$ cat src/rtl/pic24_read_seq.sv
// PIC24 program-memory block reader: turns (addr, count) into the ICSP SIX/REGOUT
// instruction stream and streams the returned words to the host with backpressure.
module pic24_read_seq #(
    parameter int unsigned TIMEOUT    = 65535,
    parameter logic [23:0] OP_NOP     = 24'h000000,
    parameter logic [23:0] OP_GOTO200 = 24'h040200,
    parameter logic [23:0] OP_TBLPAG  = 24'h880190,
    parameter logic [23:0] OP_TBLRDL  = 24'hBA03B6,
    parameter logic [23:0] OP_VISI    = 24'h883C27
) (
    input  logic        clk,
    input  logic        rstn,
    input  logic        start,
    input  logic [23:0] addr,
    input  logic [15:0] count,
    output logic        busy,
    output logic        done,
    output logic        err,
    output logic [15:0] rd_data,
    output logic        rd_valid,
    input  logic        rd_ready,
    output logic [23:0] e_instr,
    output logic        e_cmd,
    output logic        e_valid,
    input  logic        e_ready,
    input  logic        e_dvalid,
    input  logic [15:0] e_dout
);
    typedef enum logic [2:0] {
        S_IDLE, S_PROLOG, S_LOADPTR, S_READ, S_REGOUT, S_OUTPUT, S_DONE, S_ERR
    } state_t;
    typedef enum logic [1:0] {P_ISSUE, P_WLOW, P_WHIGH} phase_t;

    state_t      state, state_n;
    phase_t      phase, phase_n;
    logic [2:0]  step, step_n;
    logic [31:0] tmo, tmo_n;
    logic [23:0] cur_addr, cur_addr_n;
    logic [15:0] left, left_n;
    logic        prolog_done, prolog_done_n;
    logic        busy_n, done_n, err_n, rd_valid_n, e_valid_n, e_cmd_n;
    logic [15:0] rd_data_n;
    logic [23:0] e_instr_n;

    logic [23:0] cmd_instr;
    logic        cmd_regout;
    logic [2:0]  last_step;
    logic [23:0] addr_inc;

    // Instruction selected by the current group and step within it.
    always_comb begin
        cmd_instr  = OP_NOP;
        cmd_regout = 1'b0;
        last_step  = 3'd0;
        case (state)
            S_PROLOG: begin
                last_step = 3'd2;
                if (step == 3'd1) cmd_instr = OP_GOTO200;
            end
            S_LOADPTR: begin
                last_step = 3'd2;
                case (step)
                    3'd0:    cmd_instr = {4'h2, 8'h00, cur_addr[23:16], 4'h0};
                    3'd1:    cmd_instr = OP_TBLPAG;
                    default: cmd_instr = {4'h2, cur_addr[15:0], 4'h6};
                endcase
            end
            S_READ: begin
                last_step = 3'd4;
                case (step)
                    3'd0:    cmd_instr = OP_TBLRDL;
                    3'd3:    cmd_instr = OP_VISI;
                    default: cmd_instr = OP_NOP;
                endcase
            end
            S_REGOUT: begin
                cmd_regout = 1'b1;
                cmd_instr  = '0;
            end
            default: ;
        endcase
    end

    always_comb begin
        state_n       = state;
        phase_n       = phase;
        step_n        = step;
        tmo_n         = tmo;
        cur_addr_n    = cur_addr;
        left_n        = left;
        prolog_done_n = prolog_done;
        busy_n        = busy;
        done_n        = 1'b0;
        err_n         = 1'b0;
        rd_valid_n    = rd_valid;
        rd_data_n     = rd_data;
        e_valid_n     = 1'b0;
        e_cmd_n       = e_cmd;
        e_instr_n     = e_instr;
        addr_inc      = cur_addr + 24'd2;

        case (state)
            S_IDLE: begin
                if (start) begin
                    if (count == '0) begin
                        done_n = 1'b1;
                    end else begin
                        busy_n     = 1'b1;
                        cur_addr_n = addr & 24'hFFFFFE;
                        left_n     = count;
                        state_n    = prolog_done ? S_LOADPTR : S_PROLOG;
                        step_n     = '0;
                        phase_n    = P_ISSUE;
                        tmo_n      = '0;
                    end
                end
            end
            S_PROLOG, S_LOADPTR, S_READ, S_REGOUT: begin
                tmo_n = tmo + 32'd1;
                case (phase)
                    P_ISSUE: begin
                        if (e_ready) begin
                            e_valid_n = 1'b1;
                            e_instr_n = cmd_instr;
                            e_cmd_n   = cmd_regout;
                            phase_n   = P_WLOW;
                            tmo_n     = '0;
                        end
                    end
                    P_WLOW: begin
                        if (!e_ready) begin
                            phase_n = P_WHIGH;
                            tmo_n   = '0;
                        end
                    end
                    default: begin
                        if (cmd_regout && e_dvalid) rd_data_n = e_dout;
                        if (e_ready) begin
                            phase_n = P_ISSUE;
                            tmo_n   = '0;
                            if (step == last_step) begin
                                step_n = '0;
                                case (state)
                                    S_PROLOG: begin
                                        prolog_done_n = 1'b1;
                                        state_n       = S_LOADPTR;
                                    end
                                    S_LOADPTR: state_n = S_READ;
                                    S_READ:    state_n = S_REGOUT;
                                    default: begin
                                        state_n    = S_OUTPUT;
                                        rd_valid_n = 1'b1;
                                    end
                                endcase
                            end else begin
                                step_n = step + 3'd1;
                            end
                        end
                    end
                endcase
                // Abort only when this cycle makes no progress and the wait budget is spent.
                if (phase_n == phase && tmo == TIMEOUT - 1) state_n = S_ERR;
            end
            S_OUTPUT: begin
                if (rd_ready) begin
                    rd_valid_n = 1'b0;
                    left_n     = left - 16'd1;
                    cur_addr_n = addr_inc;
                    step_n     = '0;
                    phase_n    = P_ISSUE;
                    tmo_n      = '0;
                    if (left == 16'd1)             state_n = S_DONE;
                    else if (addr_inc[15:0] == '0) state_n = S_LOADPTR;
                    else                           state_n = S_READ;
                end
            end
            S_DONE: begin
                done_n  = 1'b1;
                busy_n  = 1'b0;
                state_n = S_IDLE;
            end
            S_ERR: begin
                err_n         = 1'b1;
                busy_n        = 1'b0;
                prolog_done_n = 1'b0;
                state_n       = S_IDLE;
            end
            default: state_n = S_IDLE;
        endcase
    end

    always_ff @(posedge clk or negedge rstn) begin
        if (!rstn) begin
            state       <= S_IDLE;
            phase       <= P_ISSUE;
            step        <= '0;
            tmo         <= '0;
            cur_addr    <= '0;
            left        <= '0;
            prolog_done <= 1'b0;
            busy        <= 1'b0;
            done        <= 1'b0;
            err         <= 1'b0;
            rd_valid    <= 1'b0;
            rd_data     <= '0;
            e_valid     <= 1'b0;
            e_cmd       <= 1'b0;
            e_instr     <= '0;
        end else begin
            state       <= state_n;
            phase       <= phase_n;
            step        <= step_n;
            tmo         <= tmo_n;
            cur_addr    <= cur_addr_n;
            left        <= left_n;
            prolog_done <= prolog_done_n;
            busy        <= busy_n;
            done        <= done_n;
            err         <= err_n;
            rd_valid    <= rd_valid_n;
            rd_data     <= rd_data_n;
            e_valid     <= e_valid_n;
            e_cmd       <= e_cmd_n;
            e_instr     <= e_instr_n;
        end
    end
endmodule

$ cat config.mk
export PLATFORM = sky130hd
export DESIGN_NAME = pic24_read_seq
export DESIGN_NICKNAME = d
export VERILOG_FILES = /design/src/rtl/pic24_read_seq.sv
export SDC_FILE = /design/constraint.sdc
export NUM_CORES = 1
export LEC_CHECK = 0
export ABC_CLOCK_PERIOD_IN_PS = 2600
export CORE_ASPECT_RATIO = 0.9
export CORE_MARGIN = 3
export CORE_UTILIZATION = 55
export DETAILED_ROUTE_END_ITERATION = 7
export GPL_TIMING_DRIVEN = 0
export PLACE_DENSITY_LB_ADDON = 0.25
export SYNTH_ARGS = -nofsm -noshare
export SYNTH_HDL_FRONTEND = slang
export SYNTH_SLANG_ARGS = --single-unit
$ cat constraint.sdc
create_clock -name clk -period 2.6 [get_ports clk]
set_input_delay 0.26 -clock clk [delete_from_list [all_inputs] [get_ports clk]]
set_output_delay 0.26 -clock clk [all_outputs]
set_load 0.03 [all_outputs]
==> Word level (Yosys, flattened, before mapping) <==
Cells that the tools add are included.
{ "word_totals": {"register_bits": 127, "inputBits": 62, "out_inout_bits": 46} }
{ "op_classes": {"add_sub_neg": 4, "n_eq_ne": 25, "n_mux": 70, "bitwise": 1, "n_reduce_logical": 26} }
{ "ops": {"columns": ["op", "n"], "rows": [
  ["2-to-1 mux 32 bit", 6],
  ["one-hot mux 24 bit (2 select lines)", 3],
  ["one-hot mux 32 bit (3 select lines)", 1],
  ["2-to-1 mux 24 bit", 3],
  ["one-hot mux 24 bit (3 select lines)", 1],
  ["2-to-1 mux 16 bit", 3],
  ["2-to-1 mux 3 bit", 14],
  ["adder 32 x 1 -> 32 bit (second input constant)", 1],
  ["== test 32 x 16 -> 1 bit (second input constant)", 1],
  ["zero test 16 bit", 2],
  ["one-hot mux 16 bit (2 select lines)", 1],
  ["adder 24 x 2 -> 24 bit (second input constant)", 1],
  ["2-to-1 mux 1 bit", 19],
  ["2-to-1 mux 19 bit", 1],
  ["one-hot mux 3 bit (3 select lines)", 2],
  ["AND reduction 6 bit", 3],
  ["== test 16 x 1 -> 1 bit (second input constant)", 1],
  ["2-to-1 mux 2 bit", 8],
  ["!= test 2 bit (second input constant)", 8],
  ["subtractor 16 x 1 -> 16 bit (second input constant)", 1],
  ["== test 3 bit (second input constant)", 4],
  ["one-hot mux 3 bit (4 select lines)", 1],
  ["== test 3 x 2 -> 1 bit (second input constant)", 3],
  ["!= test 3 bit (second input constant)", 3],
  ["21 further kinds", 35]
]} }

==> Longest topological paths before layout <==
Gate-level depths: netlist of run 1.
{ "logic_depth": {"depth_word": 9, "depth_mapped": 9} }

==> Worst setup path before layout of run 1 <==
OpenSTA, ideal clock, no wires.
{ "synth_timing": {"path_kind": "register -> register", "start": "register left[0]", "end": "register left[14]", "setup_time_ps": 135, "arrival_time_ps": 1958, "t_required_ps": 2465, "path_slack_ps": 506, "stages_incl_launch_ff": 9, "path_buffers": 0, "period_less_slack_ps": 2094, "path_cell_list": "dfrtp_1 inv_1 ha_1 or4b_1 nand2b_1 nor3_1 a21oi_1 o21ai_0 o21ai_0"} }
{ "synth_between": {"elab_chain_len": 3} }
{ "synth_lines": {"columns": ["item", "line_no", "rtl"], "rows": [
  ["from (decl)", "39", "logic [15:0] left, left_n;"],
  ["from (signal assigned)", "215", "left <= left_n;"],
  ["subtractor 16 x 1 -> 16 bit", "167", "left_n = left - 16'd1;"],
  ["2-to-1 mux 16 bit", "165", "if (rd_ready) begin"],
  ["one-hot mux 16 bit (2 select lines)", "102", "case (state)"]
]} }
Every way passes these cells. The select of a mux whose other input is x is not followed.
A chain may end at the register's enable or synchronous reset.

==> Worst setup path after layout of run 1 <==
{ "layout_timing": {"start": "register state[1]", "end": "register tmo[11]"} }
{ "layout_between": {"elab_chain_len": 4, "word_cells_on_any_way": 13, "classes_between": "eq/ne: 8; mux: 1; reduce/logical: 4"} }
{ "layout_lines": {"columns": ["item", "line_no", "rtl"], "rows": [
  ["from (decl)", "34", "state_t state, state_n;"],
  ["from (signal assigned)", "210", "state <= state_n;"],
  ["== test 3 x 1 -> 1 bit, or another cell as far along", "102", null],
  ["OR reduction 4 bit", "102", null],
  ["nonzero test 3 bit (no source line)", null, null],
  ["AND reduction 4 bit (no source line)", null, null],
  ["to (signal assigned)", "213", "tmo <= tmo_n;"],
  ["to (decl)", "37", "logic [31:0] tmo, tmo_n;"]
]} }
Several ways; a longest one is shown, not always the timed one.

==> flow_metrics.py, run 1 <==
metrics = {
    "worst_setup_path": {
        "rr_startpoint": "state[1]",
        "path_max_fanout": 10,
        "criticalPathCategory": "flop to flop",
        "cpMaxStageDelayCell": "clkbuf_1",
        "path_delay_family": "buffers and inverters",
        "arrival_ns": 2.81,
        "end_kind": "flop",
        "start_kind": "flop",
        "cp_common_cell": "o21ai_0",
        "rrSetupSlack_ns": 0.12,
        "crit_path_max_incr_delay_ns": 0.46,
        "crit_chain": "buf_2, nor3_2, a21bo_2, clkbuf_1, clkbuf_2, o21ai_0, o21ai_0",
        "worstPathRequired_ns": 2.93,
        "reg2regPathDepth": 7,
        "crit_buf_inv": 3,
        "rr_endpoint": "tmo[11]",
    },
    "yosys": {
        "synth_cells": 790,
        "async_flop_share": 1.00,
        "syn-cell-area_mm2": 0.00694,
        "ys_types": 75,
        "synth_seq_cells": 123,
        "synth_edf_count": 0,
        "yosysSeqAreaShare": 0.444,
        "yosysWarnings": 0,
        "synth_top_flop_cell": "dfrtp_1",
        "synth_area_per_cell_um2": 8.78,
    },
    "floorplan": {
        "rows": 38,
        "die-height_um": 113,
        "die_area_mm2": 0.0140,
        "num_io_pins": 108,
        "core_mm2": 0.0122,
        "initial_utilization": 0.570,
        "die_w_um": 124,
    },
    "run": {
        "max_cap_viol_count": 0,
    },
    "routing": {
        "drtAntennaViolNets": 0,
        "drt_pass1_iterations": 6,
        "via_per_inst": 6.53,
        "vias": 7107,
        "initialDrtViolationCount": 933,
        "wl_per_cell_um": 20.1,
        "post-route-drc-count": 0,
        "totalWireLength_um": 21900,
    },
    "global_routing": {
        "overflow": 0,
        "antenna_found_initial": 0,
        "grt_pass1_vias": 6971,
        "grt_pass1_wl_um": 35700,
        "track_usage": 0.319,
        "grt_max_degree": 89,
    },
    "final_layout": {
        "nets": 987,
        "layout_commonest_cell": "dfrtp_1",
        "nFillCells": 939,
        "area_growth_pct": 28.5,
        "antennaDiodeCount": 0,
        "layout.cells.non_filler": 1089,
        "drive_gt1_frac": 0.102,
        "most-common-layout-cells": "dfrtp_1 (123), clkdlybuf4s50_1 (103), o21ai_0 (88)",
        "final_core_util": 0.733,
    },
    "cts": {
        "clock_latency_ns": 0.43,
        "clock_sinks": 123,
        "numCtsBuffers": 17,
        "clk_path_buf_depth": 2,
        "htree_levels": 4,
        "cts-root-buf": "clkbuf_16",
        "cts_tree": "done",
        "path_clk_slew_ns": 0.06,
    },
    "timing": {
        "worst_slew_pin_slew_ns": 0.716,
        "skew_ns": 0.00845,
        "setup_viol": 0,
        "drv_slew": 0,
        "min_period_over_period": 0.952,
        "slew_headroom": 0.521,
        "fin_setup_tns_ns": 0,
        "period_needed_ns": 2.48,
        "hold_viol_final": 0,
        "fmax_ghz": 0.404,
    },
    "pwr": {
        "vdd_ir_drop_max_v": 0.000652,
        "totalPowerFinal_w": 0.0102,
        "leakage_nw": 3.70,
        "powerDensity_mw_per_mm2": 1150,
    },
    "placement": {
        "numPortBuffers": 104,
        "dpl.cell_count": 1056,
        "dp_hpwl_um": 15100,
        "place_congestion": 0.941,
    },
    "hold_path": {
        "min_path_type": "input port to asynchronous set/reset pin",
    },
    "outcome": {
        "outcome": "complete, no violations",
    },
}
## layer usage
metal	GRT usage	wire (um)	vias up	part of all wire
li1	-	-	3192	-
met1	0.432	8940	3389	0.41
met2	0.478	9890	470	0.45
met3	0.107	2480	56	0.11
met4	0.123	612	0	0.028
met5	0	0	-	0
## logic make-up after synthesis
kind of cell,after synthesis,synth area share
and+or+nand+nor,294,0.218
AOI/OAI and AO/OA,258,0.229
DFF,123,0.444
buffers and inverters,71,0.0431
muxes,20,0.0319
xor gates and xnor gates,14,0.0177
adders and majority gates,9,0.0162
other,1,0.000540
## synthesized netlist by cell type (3+ instances only)
master / instances / area [um^2]
and3_1: 13 / 81.3
a22oi_1: 11 / 82.6
buf_4: 3 / 22.5
mux2_2: 17 / 191
a221o_1: 3 / 30.0
a21o_1: 7 / 52.6
o21a_1: 3 / 22.5
and4_1: 6 / 52.6
and2_1: 5 / 31.3
o2bb2ai_1: 4 / 35.0
o21ai_0: 89 / 445
nand2_1: 81 / 304
xor2_1: 9 / 78.8
dfrtp_1: 123 / 3080
xnor2_1: 5 / 43.8
o211ai_1: 3 / 22.5
a32oi_1: 3 / 26.3
nor2_1: 60 / 225
buf_2: 10 / 50.1
o31ai_1: 6 / 45.0
nor4_1: 16 / 100
or3_1: 7 / 43.8
o22ai_1: 8 / 50.1
a22o_1: 12 / 105
a21oi_1: 64 / 320
nor2b_1: 5 / 31.3
or4_1: 4 / 30.0
a2bb2oi_1: 6 / 52.6
ha_1: 9 / 113
a211oi_1: 5 / 37.5
o21ai_1: 3 / 15.0
nand3_1: 28 / 140
nand4_1: 25 / 156
clkbuf_1: 33 / 124
inv_1: 17 / 63.8
mux2i_1: 3 / 30.0
nor3_1: 21 / 105
buf_1: 5 / 18.8
nand2b_1: 4 / 25.0
a31oi_1: 13 / 81.3
## power by group
| part | internal [W] | switching (W) | leakage (nW) |
|---|---|---|---|
| Combinational | 0.00166 | 0.00288 | 1.81 |
| Clock | 0.00167 | 0.000893 | 0.305 |
| Sequential | 0.00249 | 0.000620 | 1.59 |
## per-stage QoR
stage,setup WS (ns),instance area (um^2),hold slack (ns)
final,0.124,8920,0.302
after global routing,-0.00657,8920,0.325
after CTS,0.0571,8870,0.309
after detailed placement,-0.305,8210,0.179
after global placement,-3.49,8180,0.456
after floorplan,0.506,6940,-0.0356
## flip-flops by register name, indices dropped and copies added (netlist names)
register / count
tmo: 32
cur_addr: 23
e_instr: 21
left: 16
rd_data: 16
state: 3
step: 3
phase: 2
busy: 1
done: 1
e_cmd: 1
e_valid: 1
err: 1
prolog_done: 1
rd_valid: 1
## repair_timing
item,4_1_cts,5_1_grt
endpoints found under the setup margin,12,62
setup buffers,0,1
endpoints found under the hold margin,35,0
gates resized for setup,2,21
pin swaps,0,1
hold buffers,1,0
## worst max-delay path by stage
stage / end / startpoint / cells past startpoint
5_1_grt: tmo[11] / state[1] / 7
2_1_floorplan: left[14] / left[0] / 8
3_5_place_dp: cur_addr[15] / count[3] / 8
4_1_cts: left[12] / state[2] / 8
3_3_place_gp: rd_data[6] / rstn / 1
6_report: tmo[11] / state[1] / 7
## area by class of cell
cell class	count	area [um^2]	share of cell area
Multi-Input combinational cell	597	3610	0.405
Timing Repair Buffer	107	1090	0.122
Tap cell	160	200	0.0224
Inverter	18	67.6	0.00758
Buffer	52	236	0.0265
Sequential cell	123	3080	0.345
Clock inverter	11	166	0.0187
Clock buffer	21	470	0.0527
(Power assumes the default switching activity.)
==> run 2, diff against run 1 <==
Settings changed: CAP_MARGIN set to 5, CTS_CLUSTER_SIZE set to 30.
==> results of run 2 <==
Same layout as run 1: the final DEF is identical, and so are final timing and power.
==> run 3, diff against run 2 <==
Settings changed: ABC_CLOCK_PERIOD_IN_PS 2600 to 2450.
Clock period 2.6 ns to 2.45 ns, I/O delays scaled along.
==> run 3 against run 2 <==
  * Clock skew is 0.0014 ns lower
  * Flip-flop and latch count stayed put
  * Clock-buffer cell count unchanged
  * Worst setup slack got worse by 0.0047 ns
  * Wire length grew 0.62%
  * Final area grew 0.55%
  * Combinational power is 7.9% higher
  * Largest power group unchanged
  * Highest routed layer unchanged
==> flow_metrics.py, run 3 (synthesis gave the netlist of run 1 again) <==
metrics = {
    "outcome": {
        "outcome": "complete, no violations",
    },
    "timing": {
        "hold_viol_final": 0,
        "drv_slew": 0,
        "fmax_ghz": 0.429,
        "worst_slew_pin_slew_ns": 0.704,
        "setup_viol": 0,
        "min_period_over_period": 0.951,
        "slew_headroom": 0.530,
        "skew_ns": 0.00708,
        "hold_slack_ns": 0.286,
        "worst_slack_ns": 0.119,
        "period_needed_ns": 2.33,
    },
    "floorplan": {
        "die_w_um": 124,
        "num_io_pins": 108,
        "core_mm2": 0.0122,
        "initial_utilization": 0.570,
        "die_area_mm2": 0.0140,
        "rows": 38,
        "die-height_um": 113,
    },
    "worst_setup_path": {
        "crit_path_max_incr_delay_ns": 0.55,
        "start_kind": "flop",
        "cpMaxStageDelayCell": "or4b_1",
        "criticalPathCategory": "flop to flop",
        "crit_start": "left[0]",
        "arrival_ns": 2.62,
        "end_kind": "flop",
        "worstPathRequired_ns": 2.74,
        "rr_startpoint": "left[0]",
        "cp_common_cell": "o21ai_0",
        "path_max_fanout": 5,
        "crit_chain": "inv_1, ha_1, or4b_1, nand2b_2, nor3_4, a21oi_1, o21ai_0, o21ai_0",
    },
    "hold_path": {
        "min_path_type": "input port to asynchronous set/reset pin",
    },
    "cts": {
        "clock_latency_ns": 0.43,
        "path_clk_slew_ns": 0.06,
        "htree_levels": 4,
        "cts-root-buf": "clkbuf_16",
        "cts_tree": "done",
        "numCtsBuffers": 17,
        "clk_path_buf_depth": 2,
        "clock_sinks": 123,
    },
    "final_layout": {
        "antennaDiodeCount": 0,
        "largest_register": "tmo",
        "most-common-layout-cells": "dfrtp_1 (122), clkdlybuf4s50_1 (103), o21ai_0 (88)",
        "layout_commonest_cell": "dfrtp_1",
        "largest_register_ffs": 32,
        "area_growth_pct": 29.2,
        "nFillCells": 935,
        "nets": 985,
        "top_regs": "tmo x32, cur_addr x23, e_instr x21",
        "drive_gt1_frac": 0.114,
    },
    "routing": {
        "vias": 7142,
        "via_per_inst": 6.57,
        "totalWireLength_um": 22100,
        "met1_length_um": 8900,
        "wl_met3_um": 2560,
        "drtAntennaViolNets": 0,
        "drt_pass1_iterations": 6,
        "initialDrtViolationCount": 1032,
        "wl_per_cell_um": 20.3,
        "routed-wl-met2_um": 9890,
        "post-route-drc-count": 0,
        "top_layer_used": "met4",
    },
    "global_routing": {
        "grt_max_degree": 89,
        "overflow": 0,
        "antenna_found_initial": 0,
        "track_usage": 0.319,
        "grt_pass1_vias": 6978,
        "grt_pass1_wl_um": 35700,
    },
    "placement": {
        "numPortBuffers": 104,
        "dp_hpwl_um": 15100,
        "post-place-ws_ns": -0.440,
        "place_congestion": 0.941,
    },
    "run": {
        "max_cap_viol_count": 0,
    },
    "pwr": {
        "leakage_nw": 3.74,
        "vdd_ir_drop_max_v": 0.000730,
        "powerDensity_mw_per_mm2": 1220,
    },
}
-- run 3: cell count changes in the layout (fill, tap and decap cells not counted), moves of 2 or more --
| cell | change |
|---|---|
| nor3_2 | -2 |
| clkbuf_2 | +2 |
| clkbuf_1 | -5 |
| nor2_1 | -2 |
| nor3_4 | +2 |
-- run 3: final cells by class --
class	instances	area [um^2]	area share
multi-input cells	597	3660	0.408
flip-flops and latches	123	3080	0.343
repair buffers	107	1090	0.121
clock buffers	21	470	0.0525
plain buffers	50	235	0.0262
well taps	160	200	0.0223
clock inverters	11	166	0.0186
inverters	18	67.6	0.00753
-- run 3: power by group --
group | internal, W | leakage (nW) | switching, W | total (W)
logic | 0.00180 | 1.84 | 0.00310 | 0.00490
registers | 0.00265 | 1.59 | 0.000667 | 0.00331
clock network | 0.00178 | 0.305 | 0.000946 | 0.00272
total | 0.00622 | 3.74 | 0.00471 | 0.0109
-- run 3: layer usage --
layer	vias to the layer above	track usage
met3	78	0.107
li1	3180	-
met2	474	0.477
met1	3410	0.434
met5	-	0
met4	0	0.123
-- run 3: worst paths after layout --
path                                    end  slack, ns  depth (start not counted)
worst min-delay path                e_valid       0.29                          2
max in group asynchronous       cur_addr[1]       1.40                          3
worst max register to register     left[14]       0.12                          8
min in group clk                cur_addr[2]       0.41                          3
worst min register to register  e_instr[20]       0.48                          2
worst max-delay path               left[14]       0.12                          8
-- run 3: critical path: cells and delay by family, from the launching register on --
kind                       cells  cell delay (ns)
AOI/OAI and AO/OA              3             0.38
adders and majority gates      1             0.22
buffers and inverters          1             0.10
DFF                            1             0.41
and+or+nand+nor                3             1.08
-- run 3: metrics by stage --
stage	util	instance area [um^2]	std cells	total power, W	setup TNS, ns
4_1_cts	0.731	8900	1089	0.0107	0
3_3_place_gp	0.672	8180	1055	0.00770	-458.88
6_report	0.737	8970	1087	0.0109	0
3_5_place_dp	0.675	8210	1056	0.00791	-18.55
2_1_floorplan	-	6940	791	0.00622	0
5_1_grt	0.737	8970	1087	0.0115	-0.00340
-- run 3: timing repair --
item,in CTS,in global routing
resized for setup,11,28
hold buffers,1,0
setup endpoints to repair,32,82
pin swaps,1,1
endpoints found under the hold margin,35,0
buffers inserted,0,1
